`config.mk`:
```
export PLATFORM = sky130hd
export DESIGN_NAME = accelerator_matrix_stream_loader
export DESIGN_NICKNAME = d
export VERILOG_FILES = /design/src/rtl/accelerator_pkg.sv /design/src/rtl/accelerator_index_counter.sv /design/src/rtl/accelerator_matrix_stream_loader.sv
export SDC_FILE = /design/constraint.sdc
export NUM_CORES = 2
export LEC_CHECK = 0
export ABC_AREA = 0
export CAP_MARGIN = 30
export CORE_MARGIN = 4
export CORE_UTILIZATION = 50
export CTS_BUF_LIST = sky130_fd_sc_hd__clkbuf_2
export DETAILED_ROUTE_END_ITERATION = 10
export GPL_ROUTABILITY_DRIVEN = 0
export PLACE_DENSITY_LB_ADDON = 0.25
export SLEW_MARGIN = 40
export SYNTH_ARGS = -nofsm -noshare
export SYNTH_HDL_FRONTEND = slang
export SYNTH_SLANG_ARGS = --single-unit
```
`constraint.sdc`:
```
create_clock -name CLK -period 8.45 [get_ports CLK]
set_input_delay 0.845 -clock CLK [delete_from_list [all_inputs] [get_ports CLK]]
set_output_delay 0.845 -clock CLK [all_outputs]
set_load 0.05 [all_outputs]
```
`src/rtl/accelerator_pkg.sv`:
```
// Shared types and constants for the accelerator matrix loaders.
// Imported by the index counter and the stream loader.
package accelerator_pkg;

    typedef enum logic [2:0] {
        IDLE,
        FETCH,
        LATCH,
        HOLD,
        DONE
    } loader_state_e;

    localparam logic [63:0] ZERO_DATA    = 64'd0;
    localparam logic [63:0] ONE_DATA     = 64'd1;
    localparam logic [63:0] ZERO_CONTROL = 64'd0;
    localparam logic [63:0] ONE_CONTROL  = 64'd1;

endpackage

```
`src/rtl/accelerator_index_counter.sv`:
```
// 2-D (i, j) element counter with an incremental row-base accumulator.
// Shared by the W/K/U matrix loaders.
module accelerator_index_counter
    import accelerator_pkg::*;
#(
    parameter int DATA_SIZE    = 64,
    parameter int CONTROL_SIZE = 64
) (
    input  logic                    clk_i,
    input  logic                    rst_i,
    input  logic                    clear_i,
    input  logic                    adv_j_i,
    input  logic                    adv_i_i,
    input  logic [DATA_SIZE-1:0]    size_i_i,
    input  logic [DATA_SIZE-1:0]    size_j_i,
    output logic [CONTROL_SIZE-1:0] j_o,
    output logic [DATA_SIZE-1:0]    row_base_o,
    output logic                    last_j_o,
    output logic                    last_i_o
);

    localparam logic [DATA_SIZE-1:0]    D_ZERO = DATA_SIZE'(ZERO_DATA);
    localparam logic [DATA_SIZE-1:0]    D_ONE  = DATA_SIZE'(ONE_DATA);
    localparam logic [CONTROL_SIZE-1:0] C_ZERO = CONTROL_SIZE'(ZERO_CONTROL);
    localparam logic [CONTROL_SIZE-1:0] C_ONE  = CONTROL_SIZE'(ONE_CONTROL);

    logic [CONTROL_SIZE-1:0] i_q;
    logic [CONTROL_SIZE-1:0] j_q;
    logic [DATA_SIZE-1:0]    row_base_q;

    always_ff @(posedge clk_i) begin
        if (rst_i || clear_i) begin
            i_q        <= C_ZERO;
            j_q        <= C_ZERO;
            row_base_q <= D_ZERO;
        end else if (adv_i_i) begin
            i_q        <= i_q + C_ONE;
            j_q        <= C_ZERO;
            row_base_q <= row_base_q + size_j_i;
        end else if (adv_j_i) begin
            j_q <= j_q + C_ONE;
        end
    end

    assign j_o        = j_q;
    assign row_base_o = row_base_q;
    assign last_j_o   = (j_q == CONTROL_SIZE'(size_j_i - D_ONE));
    assign last_i_o   = (i_q == CONTROL_SIZE'(size_i_i - D_ONE));

endmodule

```
`src/rtl/accelerator_matrix_stream_loader.sv`:
```
// Streams a row-major matrix from 1-cycle-latency memory into the
// controller's row/element strobe interface, paced by consumer requests.
module accelerator_matrix_stream_loader
    import accelerator_pkg::*;
#(
    parameter int DATA_SIZE    = 64,
    parameter int CONTROL_SIZE = 64
) (
    input  logic                 CLK,
    input  logic                 RST,
    input  logic                 START,
    output logic                 READY,
    input  logic [DATA_SIZE-1:0] SIZE_I_IN,
    input  logic [DATA_SIZE-1:0] SIZE_J_IN,
    input  logic [DATA_SIZE-1:0] BASE_ADDR_IN,
    output logic [DATA_SIZE-1:0] MEM_ADDR,
    output logic                 MEM_RE,
    input  logic [DATA_SIZE-1:0] MEM_DATA,
    output logic [DATA_SIZE-1:0] DATA_OUT,
    output logic                 DATA_I_ENABLE,
    output logic                 DATA_J_ENABLE,
    input  logic                 REQ_I_ENABLE,
    input  logic                 REQ_J_ENABLE
);

    localparam logic [DATA_SIZE-1:0]    D_ZERO = DATA_SIZE'(ZERO_DATA);
    localparam logic [DATA_SIZE-1:0]    D_ONE  = DATA_SIZE'(ONE_DATA);
    localparam logic [CONTROL_SIZE-1:0] C_ZERO = CONTROL_SIZE'(ZERO_CONTROL);

    loader_state_e state_q;

    logic [DATA_SIZE-1:0] size_i_q;
    logic [DATA_SIZE-1:0] size_j_q;
    logic [DATA_SIZE-1:0] base_q;
    logic [DATA_SIZE-1:0] mem_addr_q;
    logic                 mem_re_q;
    logic [DATA_SIZE-1:0] data_q;
    logic                 i_en_q;
    logic                 j_en_q;
    logic                 ready_q;

    logic [CONTROL_SIZE-1:0] j;
    logic [DATA_SIZE-1:0]    row_base;
    logic                    last_j;
    logic                    last_i;

    logic                 clear;
    logic                 adv_j;
    logic                 adv_i;
    logic                 finish;
    logic [DATA_SIZE-1:0] addr_j_d;
    logic [DATA_SIZE-1:0] addr_i_d;

    always_comb begin
        clear    = (state_q == IDLE) && START;
        adv_j    = (state_q == HOLD) && !last_j && REQ_J_ENABLE;
        adv_i    = (state_q == HOLD) && last_j && !last_i && REQ_I_ENABLE;
        finish   = (state_q == HOLD) && last_j && last_i && REQ_I_ENABLE;
        addr_j_d = base_q + row_base + DATA_SIZE'(j) + D_ONE;
        addr_i_d = base_q + row_base + size_j_q;
    end

    accelerator_index_counter #(
        .DATA_SIZE   (DATA_SIZE),
        .CONTROL_SIZE(CONTROL_SIZE)
    ) u_index (
        .clk_i     (CLK),
        .rst_i     (RST),
        .clear_i   (clear),
        .adv_j_i   (adv_j),
        .adv_i_i   (adv_i),
        .size_i_i  (size_i_q),
        .size_j_i  (size_j_q),
        .j_o       (j),
        .row_base_o(row_base),
        .last_j_o  (last_j),
        .last_i_o  (last_i)
    );

    // Read address is issued one edge early so MEM_RE and MEM_ADDR are registered.
    always_ff @(posedge CLK) begin
        if (RST) begin
            state_q    <= IDLE;
            size_i_q   <= D_ZERO;
            size_j_q   <= D_ZERO;
            base_q     <= D_ZERO;
            mem_addr_q <= D_ZERO;
            mem_re_q   <= 1'b0;
            data_q     <= D_ZERO;
            i_en_q     <= 1'b0;
            j_en_q     <= 1'b0;
            ready_q    <= 1'b0;
        end else begin
            mem_re_q   <= 1'b0;
            mem_addr_q <= D_ZERO;
            ready_q    <= 1'b0;
            unique case (state_q)
                IDLE: begin
                    if (START) begin
                        size_i_q <= SIZE_I_IN;
                        size_j_q <= SIZE_J_IN;
                        base_q   <= BASE_ADDR_IN;
                        if (SIZE_I_IN == D_ZERO || SIZE_J_IN == D_ZERO) begin
                            state_q <= DONE;
                            ready_q <= 1'b1;
                        end else begin
                            state_q    <= FETCH;
                            mem_re_q   <= 1'b1;
                            mem_addr_q <= BASE_ADDR_IN;
                        end
                    end
                end
                FETCH: begin
                    state_q <= LATCH;
                end
                LATCH: begin
                    data_q  <= MEM_DATA;
                    j_en_q  <= 1'b1;
                    i_en_q  <= (j == C_ZERO);
                    state_q <= HOLD;
                end
                HOLD: begin
                    j_en_q <= 1'b0;
                    i_en_q <= 1'b0;
                    if (adv_j) begin
                        state_q    <= FETCH;
                        mem_re_q   <= 1'b1;
                        mem_addr_q <= addr_j_d;
                    end else if (adv_i) begin
                        state_q    <= FETCH;
                        mem_re_q   <= 1'b1;
                        mem_addr_q <= addr_i_d;
                    end else if (finish) begin
                        state_q <= DONE;
                        ready_q <= 1'b1;
                    end
                end
                DONE: begin
                    state_q <= IDLE;
                end
                default: begin
                    state_q <= IDLE;
                end
            endcase
        end
    end

    assign READY         = ready_q;
    assign MEM_ADDR      = mem_addr_q;
    assign MEM_RE        = mem_re_q;
    assign DATA_OUT      = data_q;
    assign DATA_I_ENABLE = i_en_q;
    assign DATA_J_ENABLE = j_en_q;

endmodule

```
Yosys cells after proc, flatten, opt, wreduce, memory -nomap -nowiden
Index checks and enable logic that the tools add are counted.

Mux-type cells: 24. Reductions and logical operators: 20. Eq/ne operators: 7. $add $sub $neg: 9.

Operator list (number): 64-bit adder (4); 64-bit 2-to-1 mux (4); 64-bit by 1-bit adder with 64-bit output, second input constant (3); 64-bit logical NOT (3); 64-bit equality test (2); 64-bit one-hot mux with 2 select lines (1); 64-bit by 1-bit subtractor with 64-bit output, second input constant (2); 3-bit 2-to-1 mux (5); 3-bit one-hot mux with 4 select lines (1); 1-bit 2-to-1 mux (9); 1-bit logical AND (8); 1-bit one-hot mux with 2 select lines (4); 3-bit by 2-bit equality test with 1-bit output, second input constant (2); 4-bit inequality test, second input constant (1); 2-bit AND reduction (2); 3-bit by 1-bit equality test with 1-bit output, second input constant (1); 3-bit logical NOT (1); 1-bit logical NOT (2); 1-bit logical OR (2); 2-bit inequality test, second input constant (1); 2-bit nonzero test (1); 2-bit OR reduction (1).

Register bits: 519.

Logic depth before layout (Yosys ltp)
Word-level depth: 9. Depth in mapped cells: 28. Mapped depth without buffers: 28.

Modules after synthesis
A second synthesis with hierarchy kept.

Cell total of the unflattened synthesis: 5134. Area, all modules: 38315.5 um^2.

By module, submodules not included: accelerator_matrix_stream_loader (times used 1, area an instance 22724.3 um^2, cells each 3064, seq. area each 6546.3 um^2); accelerator_index_counter (times used 1, area an instance 15591.2 um^2, cells each 2070, seq. area each 3843.7 um^2).

Least setup slack after synthesis
Ideal clock, no wire load.

Path type: reg-to-reg. From: reg u_index.row_base_q[0], in the netlist u_index.row_base_o[0]. To: reg mem_addr_q[60], in the netlist MEM_ADDR[60]. Path buffers: 0. Data required time: 8.376 ns. Library setup time: 0.074 ns. Setup slack: 2.618 ns. Arrival: 5.758 ns. Period minus slack after synthesis: 5.832 ns. Cell stages (with the launch flop): 27. Path through: dfxtp_1 ha_1 inv_1 fa_1 nor2b_1 o21ai_0 a21boi_0 o31a_1 a221oi_1 o31ai_1 a21boi_0 o21bai_1 a21oi_1 xnor2_1 ha_1 nand4_1 nor4_1 nand2_1 or3_1 o221ai_1 a21oi_1 a31oi_1 a2111oi_0 o211a_1 o41ai_1 mux2_2 o21ai_0.

Longest elaborated chain between the ends: 5. Elaborated cells between the ends (all ways): 7. Classes of those cells: add/sub: 4; mux: 3.

Ends and longest elaborated chain: start: declaration (RTL line accelerator_index_counter.sv:29) `logic [DATA_SIZE-1:0] row_base_q;`; start signal: assignment (RTL line accelerator_index_counter.sv:39) `row_base_q <= row_base_q + size_j_i;`; 64-bit adder * (RTL line accelerator_matrix_stream_loader.sv:59, accelerator_matrix_stream_loader.sv:60); 64-bit adder (on tied branches) (RTL line accelerator_matrix_stream_loader.sv:59, accelerator_matrix_stream_loader.sv:60); 64-bit by 1-bit adder with 64-bit output or 64-bit 2-to-1 mux (tied branches) (RTL line accelerator_matrix_stream_loader.sv:59, accelerator_matrix_stream_loader.sv:129); 64-bit 2-to-1 mux * (RTL line accelerator_matrix_stream_loader.sv:125) `if (adv_j) begin`; 64-bit one-hot mux with 2 select lines * (RTL line accelerator_matrix_stream_loader.sv:97) `unique case (state_q)`; end signal: assignment (RTL line accelerator_matrix_stream_loader.sv:128) `mem_addr_q <= addr_j_d;`; end signal: assignment (RTL line accelerator_matrix_stream_loader.sv:132) `mem_addr_q <= addr_i_d;`; end: declaration (RTL line accelerator_matrix_stream_loader.sv:35) `logic [DATA_SIZE-1:0] mem_addr_q;`.

Mark *: on every way between the ends. The rest lies on a longest branch, timed or not. A chain may end at the register's enable or synchronous reset.

Final worst setup path
From: reg u_index.row_base_q[0], in the netlist u_index.row_base_o[0]. To: reg mem_addr_q[63], in the netlist MEM_ADDR[63].

The elaborated chain is that of the path after synthesis.

==> impl_metrics.json <==
{
  "die_area_um2": 84100,
  "synth_fa_ha_area_frac": 0.0861,
  "rsz0062_at_grt": "no",
  "yosysTopAreaCell": "dfxtp_1",
  "drc": 0,
  "wl_per_cell_um": 21.2,
  "netlist_top_cells_area": "dfxtp_1, ha_1, a21oi_1, nand2_1, xnor2_1",
  "vias_per_cell": 6.18,
  "startpoint_type": "register",
  "area_delta_synth_final_pct": 21.8,
  "setup_violations": 0,
  "coreArea_um2": 78900,
  "cts_tree": "done",
  "place_area_um2": 44400,
  "nets": 6421,
  "antenna_found_initial": 6,
  "syn_avg_cell_area_um2": 7.45,
  "grt_pass1_vias": 40800,
  "slowest_stage": "a221oi_1",
  "overflow": 0,
  "maxSlewHeadroom": 0.323,
  "track_usage": 0.336,
  "grt_pass1_wl_mm": 228,
  "yosys.area_share.simple": 0.259,
  "final_common_cell": "nand2_1",
  "synth_edf_count": 0,
  "stdcell_area_um2": 48400,
  "synthesis.nets": 5869,
  "hold_viol_final": 0,
  "grt_start_max_net_pins": 109,
  "cts-root-buf": "clkbuf_2",
  "path_class": "register to register",
  "crit_required_ps": 9720,
  "portBuffers": 392,
  "powerDensity_nw_per_um2": 154,
  "hold-worst-slack_ps": 112,
  "dr.pass1.iters": 8,
  "start_util": 0.504,
  "routed_wl_mm": 150,
  "min_period_over_period": 0.930,
  "fmax_mhz": 127,
  "ys_warn_count": 0,
  "hp-class": "primary input to register",
  "yosysUniqueCellTypes": 87,
  "clock-sinks": 519,
  "final.min_clock_period_ps": 7860,
  "rows": 103,
  "max_slew.worst_pin.slew_ps": 1020,
  "synth-xor-area-share": 0.109,
  "end_kind": "register",
  "syn-cell-area_um2": 39700,
  "insertion_delay_ps": 1510,
  "ys_ff_latch": 519,
  "drive_gt1_frac": 0.0610,
  "outcome": "finished, final reports clean",
  "clock_skew_ps": 165,
  "synth_compound_area_frac": 0.229,
  "final_cell_mix": "nand2_1, a21oi_1, dfxtp_1",
  "cts_buffers": 144,
  "die_h_um": 290,
  "cts_buffer_depth": 3,
  "dr_total_vias": 43600,
  "dieWidth_um": 290,
  "p_leak_nw": 19.9,
  "cp.arrival_ps": 9130,
  "dp_hpwl_mm": 111,
  "synth_ff_type": "dfxtp_1",
  "synth_mux_area_frac": 0.0184,
  "post-cts-setup-buffers": 0,
  "critPathMaxStageDelay_ps": 630,
  "cts.htree.levels": 4,
  "synth_top_family_by_area": "simple AND/OR/NAND/NOR gates",
  "critPathMostFrequentCell": "a21oi_1",
  "ant_nets": 0,
  "ir_worst_vdd_mv": 0.135,
  "maxSlewViolCount": 0,
  "synth_cells": 5337,
  "path_clk_slew_ps": 110,
  "critPathMaxFanout": 6,
  "synth_top_area_share": 0.261,
  "drv_cap": 0,
  "ys_async_sr_fraction": 0,
  "pin_count": 393,
  "yosysSeqAreaShare": 0.261,
  "drtIter0Drc": 4720,
  "setup_tns_ps": 0
}
==> path summary, 6_finish.rpt <==
path,start,end,slack [ps],cells after the start
max,u_index.row_base_o[0],MEM_ADDR[63],590,29
min,BASE_ADDR_IN[21],base_q[21],110,3
max reg2reg,u_index.row_base_o[0],MEM_ADDR[63],590,29
min reg2reg,DATA_OUT[7],DATA_OUT[7],460,2
==> area by class of cell <==
class	count	area (um^2)
tap	1050	1310
clock buffer	201	1010
fill	7064	30500
antenna	11	27.5
timing repair buffer	690	6860
inverter	97	364
clock inverter	58	372
sequential	519	10400
multi-input combinational	4437	28100
==> stage by stage <==
step / power (W) / worst slack, ps / utilization / std cells
after global routing: 0.00781 / 167 / 0.614 / 7056
after detailed placement: 0.00531 / 1090 / 0.562 / 6535
final: 0.00744 / 591 / 0.614 / 7063
after global placement: 0.00527 / 1100 / 0.561 / 6534
after CTS: 0.00739 / 957 / 0.612 / 7049
after floorplan: 0.00449 / 2620 / - / 5337
==> what timing repair did <==
item                                   4_1_cts  5_1_grt
endpoints found under the hold margin      284        0
hold buffers                               255        0
resized for setup                            0        0
==> cells in the mapped netlist (all sizes together), types with 19 or more instances <==
cell    count
o21ai     217
nand4     134
and4       23
dfxtp     519
nor2b      37
xnor2     289
mux2i      63
o31ai      26
clkbuf    250
inv        97
a21o      172
and3       81
o21a       36
nor2      385
nor3      105
a31oi      51
or4        46
a22oi      21
buf        34
a221oi     19
ha        267
nand2b     48
o21bai     36
a211oi     32
xor2      205
and2       33
nand3     126
or3        84
nor4      117
o211ai     25
or2        20
a21oi     640
nand2     834
==> state kept, by name, summed over array words and instances, names as in the netlist <==
name,cells
base_q,64
MEM_RE,1
u_index.row_base_o,64
u_index.i_q,64
size_j_q,64
u_index.j_o,64
size_i_q,64
READY,1
state_q,3
MEM_ADDR,64
DATA_I_ENABLE,1
DATA_J_ENABLE,1
DATA_OUT,64
==> worst max-delay path: cells and delay by family, from the launching register on <==
kind | cells | cell delay, ps
and+or+nand+nor | 3 | 390
xor gates and xnor gates | 2 | 340
buffers and inverters | 2 | 250
adders and majority gates | 3 | 760
AOI/OAI and AO/OA | 19 | 5570
DFF | 1 | 340
==> metal layers <==
layer | vias to the layer above | track usage | wire length, um
met5 | - | 0 | 7
met4 | 2 | 0.169 | 7780
met3 | 475 | 0.0639 | 14800
met2 | 2314 | 0.540 | 66900
met1 | 20300 | 0.432 | 60200
li1 | 20500 | - | -
==> power breakdown <==
group / total (W) / switching [W] / internal (W) / leakage (nW)
Clock: 0.00199 / 0.00121 / 0.000781 / 1.03
Sequential: 0.00284 / 0.000237 / 0.00260 / 4.22
Combinational: 0.00262 / 0.00163 / 0.000994 / 14.7
Total: 0.00744 / 0.00307 / 0.00437 / 19.9
==> kinds of logic (layout without fill, tap and decap cells) <==
| logic type | after synthesis | count (layout) |
|---|---|---|
| other | 0 | 11 |
| buffers and inverters | 381 | 1046 |
| AND/OR/NAND/NOR | 2134 | 2134 |
| flip-flops | 519 | 519 |
| AO/OA/AOI/OAI | 1468 | 1468 |
| XOR/XNOR | 494 | 494 |
| multiplexers | 70 | 70 |
| adder cells (fa/ha/maj) | 271 | 271 |
Power figures use the tool's default switching activity.
